<file path="src/rtl/ysyx_24110015_axi_arbiter.sv">
// ysyx_24110015_axi_arbiter
//   Arbitrates one IFU read master and one LSU read/write master onto a single
//   downstream AXI master port. One transaction is granted at a time; the
//   winner's channels are wired combinationally to m_*, everything else is
//   held at 0. After every completion the arbiter spends one cycle in IDLE.
//
// Parameters
//   LSU_FIRST   1: LSU wins a same-cycle contest with the IFU, 0: IFU wins.
// Optional feature
//   ARB_PERF_CNT_EN  when defined, adds 32-bit wrapping grant/wait counters;
//                    when undefined the perf_* outputs are constant 0.
// Ports
//   clk, rst                      clock, asynchronous active-high reset
//   ifu_ar* / ifu_r*              IFU read address / read data channels
//   lsu_ar* / lsu_r*              LSU read address / read data channels
//   lsu_aw* / lsu_w* / lsu_b*     LSU write address / data / response channels
//   m_*                           downstream AXI master (mirror of the LSU side)
//   perf_ifu_cnt/lsu_cnt/wait_cnt performance counters
module ysyx_24110015_axi_arbiter #(
  parameter int unsigned LSU_FIRST = 1
) (
  input  logic        clk,
  input  logic        rst,
  // IFU read
  input  logic [31:0] ifu_araddr,
  input  logic [2:0]  ifu_arsize,
  input  logic        ifu_arvalid,
  output logic        ifu_arready,
  output logic [31:0] ifu_rdata,
  output logic [1:0]  ifu_rresp,
  output logic        ifu_rvalid,
  output logic        ifu_rlast,
  input  logic        ifu_rready,
  // LSU read
  input  logic [31:0] lsu_araddr,
  input  logic [2:0]  lsu_arsize,
  input  logic        lsu_arvalid,
  output logic        lsu_arready,
  output logic [31:0] lsu_rdata,
  output logic [1:0]  lsu_rresp,
  output logic        lsu_rvalid,
  output logic        lsu_rlast,
  input  logic        lsu_rready,
  // LSU write
  input  logic [31:0] lsu_awaddr,
  input  logic [2:0]  lsu_awsize,
  input  logic        lsu_awvalid,
  output logic        lsu_awready,
  input  logic [31:0] lsu_wdata,
  input  logic [3:0]  lsu_wstrb,
  input  logic        lsu_wvalid,
  input  logic        lsu_wlast,
  output logic        lsu_wready,
  output logic [1:0]  lsu_bresp,
  output logic        lsu_bvalid,
  input  logic        lsu_bready,
  // downstream master
  output logic [31:0] m_araddr,
  output logic [2:0]  m_arsize,
  output logic        m_arvalid,
  input  logic        m_arready,
  input  logic [31:0] m_rdata,
  input  logic [1:0]  m_rresp,
  input  logic        m_rvalid,
  input  logic        m_rlast,
  output logic        m_rready,
  output logic [31:0] m_awaddr,
  output logic [2:0]  m_awsize,
  output logic        m_awvalid,
  input  logic        m_awready,
  output logic [31:0] m_wdata,
  output logic [3:0]  m_wstrb,
  output logic        m_wvalid,
  output logic        m_wlast,
  input  logic        m_wready,
  input  logic [1:0]  m_bresp,
  input  logic        m_bvalid,
  output logic        m_bready,
  // performance counters
  output logic [31:0] perf_ifu_cnt,
  output logic [31:0] perf_lsu_cnt,
  output logic [31:0] perf_wait_cnt
);

  typedef enum logic [1:0] {
    IDLE   = 2'd0,
    IFU_RD = 2'd1,
    LSU_RD = 2'd2,
    LSU_WR = 2'd3
  } state_e;

  localparam bit LsuWins = (LSU_FIRST != 0);

  state_e state_q, state_d;
  logic   ar_done_q, ar_done_d;
  logic   aw_done_q, aw_done_d;
  logic   w_done_q, w_done_d;
  logic   lsu_req;

  assign lsu_req = lsu_arvalid | lsu_awvalid;

  // Payload and response fields are wired straight through; only the
  // handshake signals below are gated by the grant.
  assign ifu_rdata = m_rdata;
  assign ifu_rresp = m_rresp;
  assign ifu_rlast = m_rlast;
  assign lsu_rdata = m_rdata;
  assign lsu_rresp = m_rresp;
  assign lsu_rlast = m_rlast;
  assign m_awaddr  = lsu_awaddr;
  assign m_awsize  = lsu_awsize;
  assign m_wdata   = lsu_wdata;
  assign m_wstrb   = lsu_wstrb;
  assign m_wlast   = lsu_wlast;
  assign lsu_bresp = m_bresp;

  // Grant state and per-grant handshake-done flags.
  always_ff @(posedge clk or posedge rst) begin
    if (rst) begin
      state_q   <= IDLE;
      ar_done_q <= 1'b0;
      aw_done_q <= 1'b0;
      w_done_q  <= 1'b0;
    end else begin
      state_q   <= state_d;
      ar_done_q <= ar_done_d;
      aw_done_q <= aw_done_d;
      w_done_q  <= w_done_d;
    end
  end

  // Next-state selection and channel routing for the granted requester.
  always_comb begin
    state_d     = state_q;
    ar_done_d   = ar_done_q;
    aw_done_d   = aw_done_q;
    w_done_d    = w_done_q;
    m_araddr    = 32'd0;
    m_arsize    = 3'd0;
    m_arvalid   = 1'b0;
    m_rready    = 1'b0;
    m_awvalid   = 1'b0;
    m_wvalid    = 1'b0;
    m_bready    = 1'b0;
    ifu_arready = 1'b0;
    ifu_rvalid  = 1'b0;
    lsu_arready = 1'b0;
    lsu_rvalid  = 1'b0;
    lsu_awready = 1'b0;
    lsu_wready  = 1'b0;
    lsu_bvalid  = 1'b0;
    case (state_q)
      IDLE: begin
        ar_done_d = 1'b0;
        aw_done_d = 1'b0;
        w_done_d  = 1'b0;
        // A pending LSU read beats a pending LSU write.
        if (lsu_req && (LsuWins || !ifu_arvalid)) begin
          state_d = lsu_arvalid ? LSU_RD : LSU_WR;
        end else if (ifu_arvalid) begin
          state_d = IFU_RD;
        end else begin
          state_d = IDLE;
        end
      end
      IFU_RD, LSU_RD: begin
        if (state_q == IFU_RD) begin
          m_araddr    = ifu_araddr;
          m_arsize    = ifu_arsize;
          m_arvalid   = ifu_arvalid & ~ar_done_q;
          ifu_arready = m_arready & ~ar_done_q;
          m_rready    = ifu_rready;
          ifu_rvalid  = m_rvalid;
        end else begin
          m_araddr    = lsu_araddr;
          m_arsize    = lsu_arsize;
          m_arvalid   = lsu_arvalid & ~ar_done_q;
          lsu_arready = m_arready & ~ar_done_q;
          m_rready    = lsu_rready;
          lsu_rvalid  = m_rvalid;
        end
        // Only one address beat per grant ever reaches the slave.
        if (m_arvalid && m_arready) begin
          ar_done_d = 1'b1;
        end else begin
          ar_done_d = ar_done_q;
        end
        if (m_rvalid && m_rready && m_rlast) begin
          state_d = IDLE;
        end else begin
          state_d = state_q;
        end
      end
      LSU_WR: begin
        m_awvalid   = lsu_awvalid & ~aw_done_q;
        lsu_awready = m_awready & ~aw_done_q;
        m_wvalid    = lsu_wvalid & ~w_done_q;
        lsu_wready  = m_wready & ~w_done_q;
        m_bready    = lsu_bready;
        lsu_bvalid  = m_bvalid;
        if (m_awvalid && m_awready) begin
          aw_done_d = 1'b1;
        end else begin
          aw_done_d = aw_done_q;
        end
        if (m_wvalid && m_wready && lsu_wlast) begin
          w_done_d = 1'b1;
        end else begin
          w_done_d = w_done_q;
        end
        if (m_bvalid && m_bready) begin
          state_d = IDLE;
        end else begin
          state_d = LSU_WR;
        end
      end
      default: begin
        state_d = IDLE;
      end
    endcase
  end

`ifdef ARB_PERF_CNT_EN
  logic [31:0] perf_ifu_cnt_q, perf_ifu_cnt_d;
  logic [31:0] perf_lsu_cnt_q, perf_lsu_cnt_d;
  logic [31:0] perf_wait_cnt_q, perf_wait_cnt_d;
  logic        ifu_blocked, lsu_blocked;

  // A requester is waiting when it holds valid while the other one owns the port.
  always_comb begin
    ifu_blocked     = ifu_arvalid && (state_q == LSU_RD || state_q == LSU_WR);
    lsu_blocked     = lsu_req && (state_q == IFU_RD);
    perf_ifu_cnt_d  = perf_ifu_cnt_q;
    perf_lsu_cnt_d  = perf_lsu_cnt_q;
    perf_wait_cnt_d = perf_wait_cnt_q;
    if (state_q == IDLE && state_d == IFU_RD) begin
      perf_ifu_cnt_d = perf_ifu_cnt_q + 32'd1;
    end else begin
      perf_ifu_cnt_d = perf_ifu_cnt_q;
    end
    if (state_q == IDLE && (state_d == LSU_RD || state_d == LSU_WR)) begin
      perf_lsu_cnt_d = perf_lsu_cnt_q + 32'd1;
    end else begin
      perf_lsu_cnt_d = perf_lsu_cnt_q;
    end
    if (ifu_blocked || lsu_blocked) begin
      perf_wait_cnt_d = perf_wait_cnt_q + 32'd1;
    end else begin
      perf_wait_cnt_d = perf_wait_cnt_q;
    end
  end

  // Counter registers.
  always_ff @(posedge clk or posedge rst) begin
    if (rst) begin
      perf_ifu_cnt_q  <= 32'd0;
      perf_lsu_cnt_q  <= 32'd0;
      perf_wait_cnt_q <= 32'd0;
    end else begin
      perf_ifu_cnt_q  <= perf_ifu_cnt_d;
      perf_lsu_cnt_q  <= perf_lsu_cnt_d;
      perf_wait_cnt_q <= perf_wait_cnt_d;
    end
  end

  assign perf_ifu_cnt  = perf_ifu_cnt_q;
  assign perf_lsu_cnt  = perf_lsu_cnt_q;
  assign perf_wait_cnt = perf_wait_cnt_q;
`else
  assign perf_ifu_cnt  = 32'd0;
  assign perf_lsu_cnt  = 32'd0;
  assign perf_wait_cnt = 32'd0;
`endif

endmodule

</file>
<file path="config.mk">
export PLATFORM = sky130hd
export DESIGN_NAME = ysyx_24110015_axi_arbiter
export DESIGN_NICKNAME = d
export VERILOG_FILES = /design/src/rtl/ysyx_24110015_axi_arbiter.sv
export SDC_FILE = /design/constraint.sdc
export NUM_CORES = 1
export LEC_CHECK = 0
export CAP_MARGIN = 40
export CORE_AREA = 3 3 188 190
export CTS_CLUSTER_SIZE = 16
export DETAILED_ROUTE_END_ITERATION = 7
export DIE_AREA = 0 0 191 193
export GPL_TIMING_DRIVEN = 0
export PLACE_DENSITY = 0.43
export SYNTH_ARGS = -nofsm -noshare
export SYNTH_HDL_FRONTEND = slang
export SYNTH_SLANG_ARGS = --single-unit
</file>
<file path="constraint.sdc">
create_clock -name clk -period 2.1 [get_ports clk]
set_input_delay 0.525 -clock clk [delete_from_list [all_inputs] [get_ports clk]]
set_output_delay 0.525 -clock clk [all_outputs]
set_load 0.03 [all_outputs]
</file>
After elaboration in Yosys (flattened, before gate mapping)
Index checks and enable logic that the tools add are counted.
{"block": "op_classes", "bitwise_logic": 11, "muxes": 36, "n_reduce_logical": 14, "n_eq_ne": 7}
{"cell": "two-way mux 32 bit", "n": 2}
{"cell": "two-way mux 1 bit", "n": 25}
{"cell": "inequality test 2 bit, second input constant", "n": 4}
{"cell": "bitwise AND 1 bit", "n": 7}
{"cell": "logical AND 1 bit", "n": 7}
{"cell": "two-way mux 2 bit", "n": 3}
{"cell": "two-way mux 3 bit", "n": 2}
{"cell": "one-hot mux 1 bit (2 select lines)", "n": 3}
{"cell": "one-hot mux 2 bit (3 select lines)", "n": 1}
{"cell": "AND reduction 2 bit", "n": 3}
{"cell": "equality test 2 bit, second input constant", "n": 2}
{"cell": "nonzero test 2 bit", "n": 2}
{"cell": "inverter 1 bit", "n": 3}
{"cell": "equality test 2 x 1 -> 1 bit, second input constant", "n": 1}
{"cell": "logical NOT 2 bit", "n": 1}
{"cell": "OR reduction 2 bit", "n": 1}
{"cell": "OR 1 bit", "n": 1}
{"block": "totals", "reg_bits": 5, "output_inout_bits": 287, "in_bits": 193, "elab_cells": 72}

Logic depth before layout (Yosys ltp)
Gate-level depths: netlist of run 1.
{"block": "logic_depth", "ltp_word": 7, "ltp_mapped": 7}

Worst setup path after synthesis of run 1
No wires, ideal clock.
{"block": "synth_path", "kind": "reg2out", "start": "register state_q[1]", "end": "output m_araddr[20]", "path_buffers": 3, "stages_incl_launch_ff": 8, "required_time_ps": 1575, "slack_ps": 35, "t_arrival_ps": 1540, "path_cell_list": "dfrtp_1 -> inv_1 -> ha_1 -> buf_6 -> buf_6 -> buf_6 -> mux2i_1 -> nor2b_1"}
{"block": "synth_via", "elab_chain_len": 3, "elab_cells_between_ends": 5, "classes_between": "eq/ne: 2; mux: 2; reduce/logical: 1"}
{"item": "from (decl)", "line_no": "94", "rtl": "state_e state_q, state_d;"}
{"item": "from (signal assigned)", "line_no": "125", "rtl": "state_q <= state_d;"}
{"item": "equality test 2 x 1 -> 1 bit or equality test 2 bit (tied branches)", "line_no": "152, 167"}
{"item": "two-way mux 32 bit or OR reduction 2 bit (tied branches)", "line_no": "167, 152"}
{"item": "two-way mux 32 bit (*)", "line_no": "152", "rtl": "case (state_q)"}
{"item": "to (decl)", "line_no": "58", "rtl": "output logic [31:0] m_araddr,"}
Mark *: on every way between the ends. The rest lies on a longest branch, timed or not.

Final worst setup path of run 1
{"block": "layout_path", "start": "register state_q[1]", "end": "output m_araddr[21]"}
The elaborated chain is that of the path after synthesis.

==> results by stage, run 1 <==
Run status:
- The run finished, with violations left.
- The final reports fail on setup timing.

Cells and area:
- Summing all multi-input logic gate instances after layout gives between 1000 and 1500 sq um.
- The number of fill cells is 3745.
- The area growth from synthesis to layout is 148%.
- In the final layout, flip-flops and latches occupy roughly 130 sq um.
- The finished layout cell area is roughly 7000 sq um.
- The total number of nets in the final design is 957.
- The share of the core filled with cells is 21.2%.
- The fraction of layout instances using a drive strength above 1 is between 40% and 50%.

Floorplanning:
- The die is approximately 190 um wide.
- The number of standard-cell rows in the floorplan is 67.
- The area of the die is ~37000 sq um.
- Measured along the y axis, the die boundary spans 193 um.
- The area inside the core boundary is 33600 sq um.
- For this configuration, the core starts out at a cell density of under 10%.
- The top-level port count is 480.

Synth:
- A synthesized cell averages just under 8 sq um.
- The share of synthesized flip-flops with an asynchronous set or reset is 100%.
- The flip-flop and latch count after synthesis is 5.
- Summed over all instances, the cell type with the most area after synthesis is sky130_fd_sc_hd__buf_4.
- Counting distinct cell types in the post-synthesis netlist gives 25.
- For this run, the register share of the synthesized area comes to between 4 and 5%.
- Among all flip-flop cells after synthesis, the most frequent one is sky130_fd_sc_hd__dfrtp_1.
- In the post-synthesis netlist, the biggest area contributors are sky130_fd_sc_hd__buf_4 63%, sky130_fd_sc_hd__mux2i_1 14%, sky130_fd_sc_hd__nor2b_1 7.8%.
- Yosys printed 0 warnings.
- The cell count after synthesis came out at ~370.
- The number of synthesized flops with an enable pin is 0.
- In this run the cell area of the synthesized design comes to 2870 sq um.
- The top-area cell type share of the netlist area is 63.3%.

Clocking:
- The number of clock buffers inserted by TritonCTS is 3.
- The CTS tree is built.
- Clock latency on the worst-skew pair, taken at its later pin, is around 0.23 ns.
- In this run the deepest clock path goes through 2 buffers.
- For this design, the sink count on the clock tree is 5.
- The count of hold buffers inserted by post-cts repair is 0.
- The cell sitting at the root of the clock tree is a sky130_fd_sc_hd__clkbuf_16.
- Clock-pin slew was measured on the worst setup and hold paths at ~0.030 ns.
- In this run the number of H-tree levels came out at 1.

Placed design:
- The wire-length estimate of the detail-placed layout is 13.2 mm.
- The count of buffers from port buffering is 276.
- The congestion estimate from routability-driven global placement came to between 0.6 and 0.7.
- The placed instance area is between 6000 and 7000 sq um.
- OpenSTA, run right after detailed placement, puts the worst setup slack at -0.898 ns.

Timing:
- The clock arrives with 0.00125 ns of skew.
- Setup repair after global routing could not meet its margin everywhere.
- The time the worst path needs with I/O delays and setup is around 2.3 ns.
- The worst setup margin is -0.171 ns.
- The final number of setup-violating endpoints is 41.
- The final hold violation count came to 0.
- The final critical path takes up 108% of the cycle.
- For this run, the top clock speed supported by timing is ~440 MHz.
- The number of max-slew violations in the final report is 0.

Flow run:
- The count of maximum capacitance violations is 0.

Setup path:
- STA classifies the critical path startpoint as a flip-flop.
- The largest driver fanout on the critical path is 9.
- The library cell contributing the largest single delay on the critical path is sky130_fd_sc_hd__dfrtp_1.
- The dominant delay contributor by cell family on the critical path is buffers and inverters.
- The cell seen most often among critical-path stages is sky130_fd_sc_hd__buf_12.
- For the worst setup path, the data arrival time is roughly 1.8 ns.
- The critical path contains buffers and inverters numbering 5 combined.
- Walking the worst path, the cells encountered are inv_2 -> ha_4 -> buf_12 -> buf_12 -> buf_12 -> mux2i_2 -> nor2b_1 -> buf_4.
- For the worst setup path, the data required time is between 1.5 and 2 ns.
- STA classifies the critical path endpoint as an output pin.
- The delay of the slowest cell on the worst path is 0.38 ns.
- The setup path with the least slack is of type reg -> out.

Power and ir drop:
- IR analysis of the VDD net gives a maximum drop of 0.453 mV.
- The leakage power of the design is approximately 0.0034 uW.
- Dividing total power by cell area gives a power density of 819 nW/um^2.

Detailed routing:
- After detailed routing, the number of remaining DRC violations is 0.
- The count of nets left with antenna violations once routing finished came out at 0.
- In the final routed layout, each cell accounts on average for 12.4 um.
- The routed layout has between 3000 and 4000 vias.
- The final layout contains routed wiring with a total length of approximately 15 mm.
- The detailed router finished its first iteration with 31 violations.
- Dividing the detail-routed via count by the number of cells gives 2.59.
- The length of the first detailed-routing pass in iterations is 4.

Global routing:
- The initial antenna violation count is 0.
- The first global-routing pass estimated roughly 18 mm of wire.
- After global routing the overflow that remains totals 0.
- The via count of the first global-routing pass is 2927.
- Entering global routing, the biggest net connects 11 pins.
- Global routing used under 10% of the available tracks.

Hold path:
- The min-delay analysis places its worst path in the category in -> async.
power by group:
group | switching (uW) | internal (uW)
Sequential | 30.0 | 126
Combinational | 2680 | 2680
Clock | 65.6 | 252
Total | 2780 | 3050
cells in the mapped netlist, types with 3 or more instances:
library cell               instances
sky130_fd_sc_hd__a21oi_1           3
sky130_fd_sc_hd__buf_4           242
sky130_fd_sc_hd__buf_6             3
sky130_fd_sc_hd__nor2_1            3
sky130_fd_sc_hd__dfrtp_1           5
sky130_fd_sc_hd__ha_1              4
sky130_fd_sc_hd__nor3b_1           4
sky130_fd_sc_hd__mux2i_1          39
sky130_fd_sc_hd__inv_1             5
sky130_fd_sc_hd__nor2b_1          36
sky130_fd_sc_hd__clkbuf_1          4
worst paths after layout:
check	startpoint	to	slack [ns]	cells after the start
max	state_q[1]$_DFFE_PP0P_	m_araddr[21]	-0.17	8
min	rst	w_done_q$_DFFE_PP0P_	0.52	2
max reg2reg	state_q[1]$_DFFE_PP0P_	ar_done_q$_DFFE_PP0P_	0.50	7
min reg2reg	w_done_q$_DFFE_PP0P_	w_done_q$_DFFE_PP0P_	0.56	2
max in group asynchronous	rst	ar_done_q$_DFFE_PP0P_	1.40	2
min in group clk	w_done_q$_DFFE_PP0P_	w_done_q$_DFFE_PP0P_	0.56	2
state kept, by name, summed over array words and instances (netlist names):
name and count:
ar_done_q 1, state_q 2, aw_done_q 1, w_done_q 1
cells in the final DEF (no fill, tap or decap), types with 2 or more instances in the layout:
cell and count:
sky130_fd_sc_hd__dfrtp_1 5, sky130_fd_sc_hd__clkbuf_16 7, sky130_fd_sc_hd__nor3b_1 2, sky130_fd_sc_hd__buf_6 13, sky130_fd_sc_hd__clkdlybuf4s50_1 226, sky130_fd_sc_hd__and2_2 2, sky130_fd_sc_hd__buf_8 5, sky130_fd_sc_hd__mux2_2 2
sky130_fd_sc_hd__buf_4 281, sky130_fd_sc_hd__inv_1 3, sky130_fd_sc_hd__nor2b_4 6, sky130_fd_sc_hd__inv_2 2, sky130_fd_sc_hd__nor2_1 3, sky130_fd_sc_hd__nor3b_2 3, sky130_fd_sc_hd__dlygate4sd2_1 5, sky130_fd_sc_hd__buf_12 9
sky130_fd_sc_hd__mux2i_4 5, sky130_fd_sc_hd__a21oi_1 3, sky130_fd_sc_hd__nor2b_2 4, sky130_fd_sc_hd__mux2i_1 26, sky130_fd_sc_hd__conb_1 96, sky130_fd_sc_hd__mux2i_2 8, sky130_fd_sc_hd__nor2b_1 26, sky130_fd_sc_hd__ha_4 2
layout make-up:
type                       count  share of cell area (%)
antenna                        1                  0.0351
timing repair buffer         295                    41.5
buffer                       249                    27.6
inverter                       5                   0.264
tap                          448                    7.87
clock buffer                   4                    1.11
sequential                     5                    1.76
multi-input combinational    201                    19.8
kinds of logic (layout without fill, tap and decap cells):
group	count (synthesis)	count (layout)	share of synthesized area, %
other	1	97	0.131
AOI/OAI and AO/OA	9	9	2.27
and+or+nand+nor	51	51	11.5
DFF	5	5	4.36
muxes	41	41	14.4
adders and majority gates	4	4	1.74
buffers and inverters	254	553	65.6
layer usage:
metal	share of wire [%]	vias up	track usage, %
met2	55	221	13.1
met4	1.0	0	0.593
li1	-	1598	-
met3	9.1	9	1.32
met5	0	-	0
met1	35	1305	7.09
through the flow:
stage	instances	power [uW]	setup TNS, ns	hold slack, ns
floorplan	460	2810	0	0.304
global placement	1184	4470	-34.69	0.550
detailed placement	1184	4460	-34.21	0.558
CTS	1195	5000	-6.09	0.533
global route	1207	6150	-7.08	0.560
finish	1208	5830	-3.97	0.520
what timing repair did:
| item | CTS | global route |
|---|---|---|
| cloned | 0 | 4 |
| buffers inserted | 7 | 9 |
| pin swaps | 0 | 3 |
| resized for setup | 274 | 108 |
| endpoints found under the setup margin | 50 | 44 |
No activity file was read; power rests on OpenSTA's default activity.
==> inputs of run 2 (changes only) <==
--- a/config.mk
+++ b/config.mk
@@ -6,12 +6,14 @@
 export NUM_CORES = 1
 export LEC_CHECK = 0
 export CAP_MARGIN = 40
-export CORE_AREA = 3 3 188 190
+export CELL_PAD_IN_SITES_DETAIL_PLACEMENT = 0
+export CELL_PAD_IN_SITES_GLOBAL_PLACEMENT = 2
+export CORE_AREA = 3 3 184 186
 export CTS_CLUSTER_SIZE = 16
 export DETAILED_ROUTE_END_ITERATION = 7
-export DIE_AREA = 0 0 191 193
+export DIE_AREA = 0 0 187 189
 export GPL_TIMING_DRIVEN = 0
-export PLACE_DENSITY = 0.43
+export PLACE_DENSITY = 0.86
 export SYNTH_ARGS = -nofsm -noshare
 export SYNTH_HDL_FRONTEND = slang
 export SYNTH_SLANG_ARGS = --single-unit
==> results by stage, run 2 (synthesized netlist as in run 1, its figures left out) <==
Setup path:
- The category of the most critical setup path is reg -> out.
- The startpoint identified for the worst register-to-register timing path is state_q[1]$_DFFE_PP0P_.
- The critical path capture point type is an output pin.
- The number of buffer and inverter stages on the critical path came to 4 (-1).
- The register-to-register setup slack was 0.60 ns (+0.10 ns).
- The startpoint of the worst setup timing path is state_q[0]$_DFFE_PP0P_.
- The worst path arrival time is 1.70 ns (-0.05 ns).
- Traced cell by cell, the critical path runs through ha_4 -> buf_12 -> buf_4 -> buf_12 -> mux2i_4 -> nor2b_2 -> buf_4.
- The endpoint of the worst register-to-register path is ar_done_q$_DFFE_PP0P_.
- The dominant delay contributor by cell family on the critical path is buffers and inverters.
- The path depth of the worst reg2reg path is 7 (unchanged).
- The kind of start point of the critical path is a flip-flop.
- The largest driver fanout on the critical path was 7 (-2).
- The data required time of the worst path is 1.57 ns (about the same).
- The delay of the slowest cell on the worst path was 0.43 ns (+0.05 ns).
- On the critical path, the stage with the largest delay is an instance of sky130_fd_sc_hd__dfrtp_2.

Cells and area:
- Ranked by flip-flop count, first place goes to state_q.
- The area growth from synthesis to layout is 142%.
- The share of the core filled with cells is 21.4% (+0.26 points).
- The antenna diode count is 0 (-1).
- The fraction of layout instances using a drive strength above 1 is 45.2% (-1.7 points).
- The flip-flop count of the largest register, all copies and words added is 2 (unchanged).
- The finished layout cell area was 6960 sq um (-2.3%).
- The most common cell after layout, fill and taps aside is sky130_fd_sc_hd__buf_4.
- The library cells used most frequently in the layout, excluding fill and tap cells, are 282 x sky130_fd_sc_hd__buf_4, 224 x sky130_fd_sc_hd__clkdlybuf4s50_1, 96 x sky130_fd_sc_hd__conb_1.
- The total number of nets in the final design came to 953 (-0.42%).
- The number of fill cells is 3608 (-3.7%).

Global routing:
- The pin count of the biggest net entering global routing came to 11 (unchanged).
- The global route total overflow is 0 (unchanged).
- The wire length of the first global-routing pass is 18.6 mm (+3.3%).
- The via count of the first global-routing pass is 3143 (+7.4%).
- The initial antenna violation count is 2 (+2).
- The total routing usage reported by global routing is 6.76% (+0.31 points).

Clocking:
- The count of hold buffers inserted by post-cts repair is 0 (unchanged).
- The clock root buffer master is sky130_fd_sc_hd__clkbuf_16.
- The clock sink total is 5 (unchanged).
- The clock slew at the register clock pins of the worst setup and hold paths came to 0.03 ns (about the same).
- The CTS H-tree depth is 1 (unchanged).
- The clock insertion delay at the later pin of the skew report is 0.22 ns (about the same).
- The number of clock buffers inserted by TritonCTS is 3 (unchanged).
- The buffer levels on the longest clock path is 2 (unchanged).
- The CTS tree is built.

Hold path:
- The cell depth of the worst hold path is 2.
- The worst hold-check path type is reg -> reg.
- For hold timing, the worst endpoint is aw_done_q$_DFFE_PP0P_.
- The beginning of the worst hold path is aw_done_q$_DFFE_PP0P_.

Detailed routing:
- The number of nets with antenna violations after detailed routing was 0 (unchanged).
- The via total after detailed routing is 3243 (+3.5%).
- The length of the first detailed-routing pass in iterations was 3 (-1).
- The detail-routed via count per cell is 2.71 (+4.5%).
- The highest metal layer carrying signal wires in the routed design is met4.
- The total length of routed met3 wires is 1.30 mm (-5.0%).
- The detailed-route DRC error count is 0 (unchanged).
- The wire length on met2 is 8.17 mm (about the same).
- The detailed-routing wirelength on met1 is 4.48 mm (-15%).
- The final routed wirelength across all metal layers came to 14.0 mm (-6.3%).
- The average wire per standard cell is 11.7 um (-5.5%).
- The initial detailed-routing violation count came to 31 (unchanged).

Placed design:
- The half-perimeter wire length after detailed placement was 12.3 mm (-6.5%).
- The placed instance area is 6540 sq um (-0.11%).
- The count of buffers from port buffering is 276 (unchanged).
- The routability congestion estimate from global placement was 0.746 (+12%).

Run status:
- The checks that failed: setup timing.
- The run finished, with violations left.

Floorplanning:
- The area of the die is 35300 sq um (-4.1%).
- The effective utilization at floorplan was 8.85% (+0.31 points).
- The area inside the core boundary came to 32500 sq um (-3.5%).
- The die span in y is 189 um (-2.1%).
- The number of standard-cell rows in the floorplan is 66 (-1.5%).
- The top-level port count is 480 (unchanged).
- The floorplan die width is 187 um (-2.1%).

Timing:
- The worst setup margin is -0.129 ns (+0.0413 ns).
- The final hold violation count is 0 (unchanged).
- Setup repair after global routing could not meet its margin everywhere.
- The final number of setup-violating endpoints was 36 (-12%).
- The final critical-path share of the clock period came to 106% (-2.0 points).
- The time the worst path needs with I/O delays and setup is 2.23 ns (-0.0413 ns).
- The number of max-slew violations in the final report came to 0 (unchanged).
- The maximum clock frequency came to 449 MHz (+1.9%).
- The largest clock skew in the final design is 0.00106 ns (-0.000196 ns).

Power and ir drop:
- The leakage power of the design is 0.00329 uW (-2.1%).
- The worst voltage drop across the vdd grid is 0.312 mV (-31%).
- The total power divided by cell area is 758 nW/um^2 (-7.5%).

Flow run:
- The count of maximum capacitance violations is 0 (unchanged).
-- run 2: stage by stage --
stage	setup TNS, ns	worst slack [ns]	power (uW)	std cells	hold slack [ns]
3_3_place_gp	-30.18	-0.832	4400	1178	0.548
3_5_place_dp	-30.14	-0.841	4400	1178	0.569
2_1_floorplan	0	0.0347	2810	460	0.304
4_1_cts	-5.08	-0.218	5120	1190	0.578
5_1_grt	-5.76	-0.193	5560	1197	0.605
6_report	-2.36	-0.129	5270	1197	0.580
-- run 2: worst max-delay path by stage --
stage,end,depth (start not counted)
2_1_floorplan,m_araddr[20],7
3_3_place_gp,m_araddr[21],5
3_5_place_dp,m_araddr[21],5
4_1_cts,ifu_arready,7
5_1_grt,m_araddr[23],8
6_report,m_araddr[15],7
-- run 2: metal layers --
metal | global-route usage, % | up-vias
met3 | 2.30 | 8
li1 | - | 1594
met2 | 14.3 | 254
met5 | 0 | -
met4 | 0.204 | 0
met1 | 6.56 | 1387
-- run 2: repair_timing --
| item | 4_1_cts | 5_1_grt |
|---|---|---|
| resized for setup | 312 | 35 |
| gates cloned | 3 | 2 |
| setup endpoints to repair | 50 | 45 |
| buffers inserted | 5 | 8 |
| pin swaps | 1 | 1 |
-- run 2: cell type report --
cell class                      instances  area (sq um)  share of cell area [%]
Buffer                                247          1920                    27.7
Clock buffer                            4          78.8                    1.13
Inverter                                5          18.8                   0.270
Multi-Input combinational cell        201          1350                    19.3
Sequential cell                         5           126                    1.82
Tap cell                              442           553                    7.95
Timing Repair Buffer                  293          2910                    41.8
-- run 2: worst reg2reg max path: cells and delay by family, from the launching register on --
kind                     cells  cell delay, ns
AO/OA/AOI/OAI                1            0.21
adder cells (fa/ha/maj)      1            0.14
buffers and inverters        3            0.34
flip-flops                   1            0.38
multiplexers                 1            0.23
AND/OR/NAND/NOR              1            0.08
-- run 2: where the power goes --
part	total (uW)	switching [uW]	internal (uW)	leakage, uW
sequential	154	26.7	127	0.0000646
combinational	4810	2510	2300	0.00319
clock	308	57.0	251	0.0000382
total	5270	2590	2680	0.00329
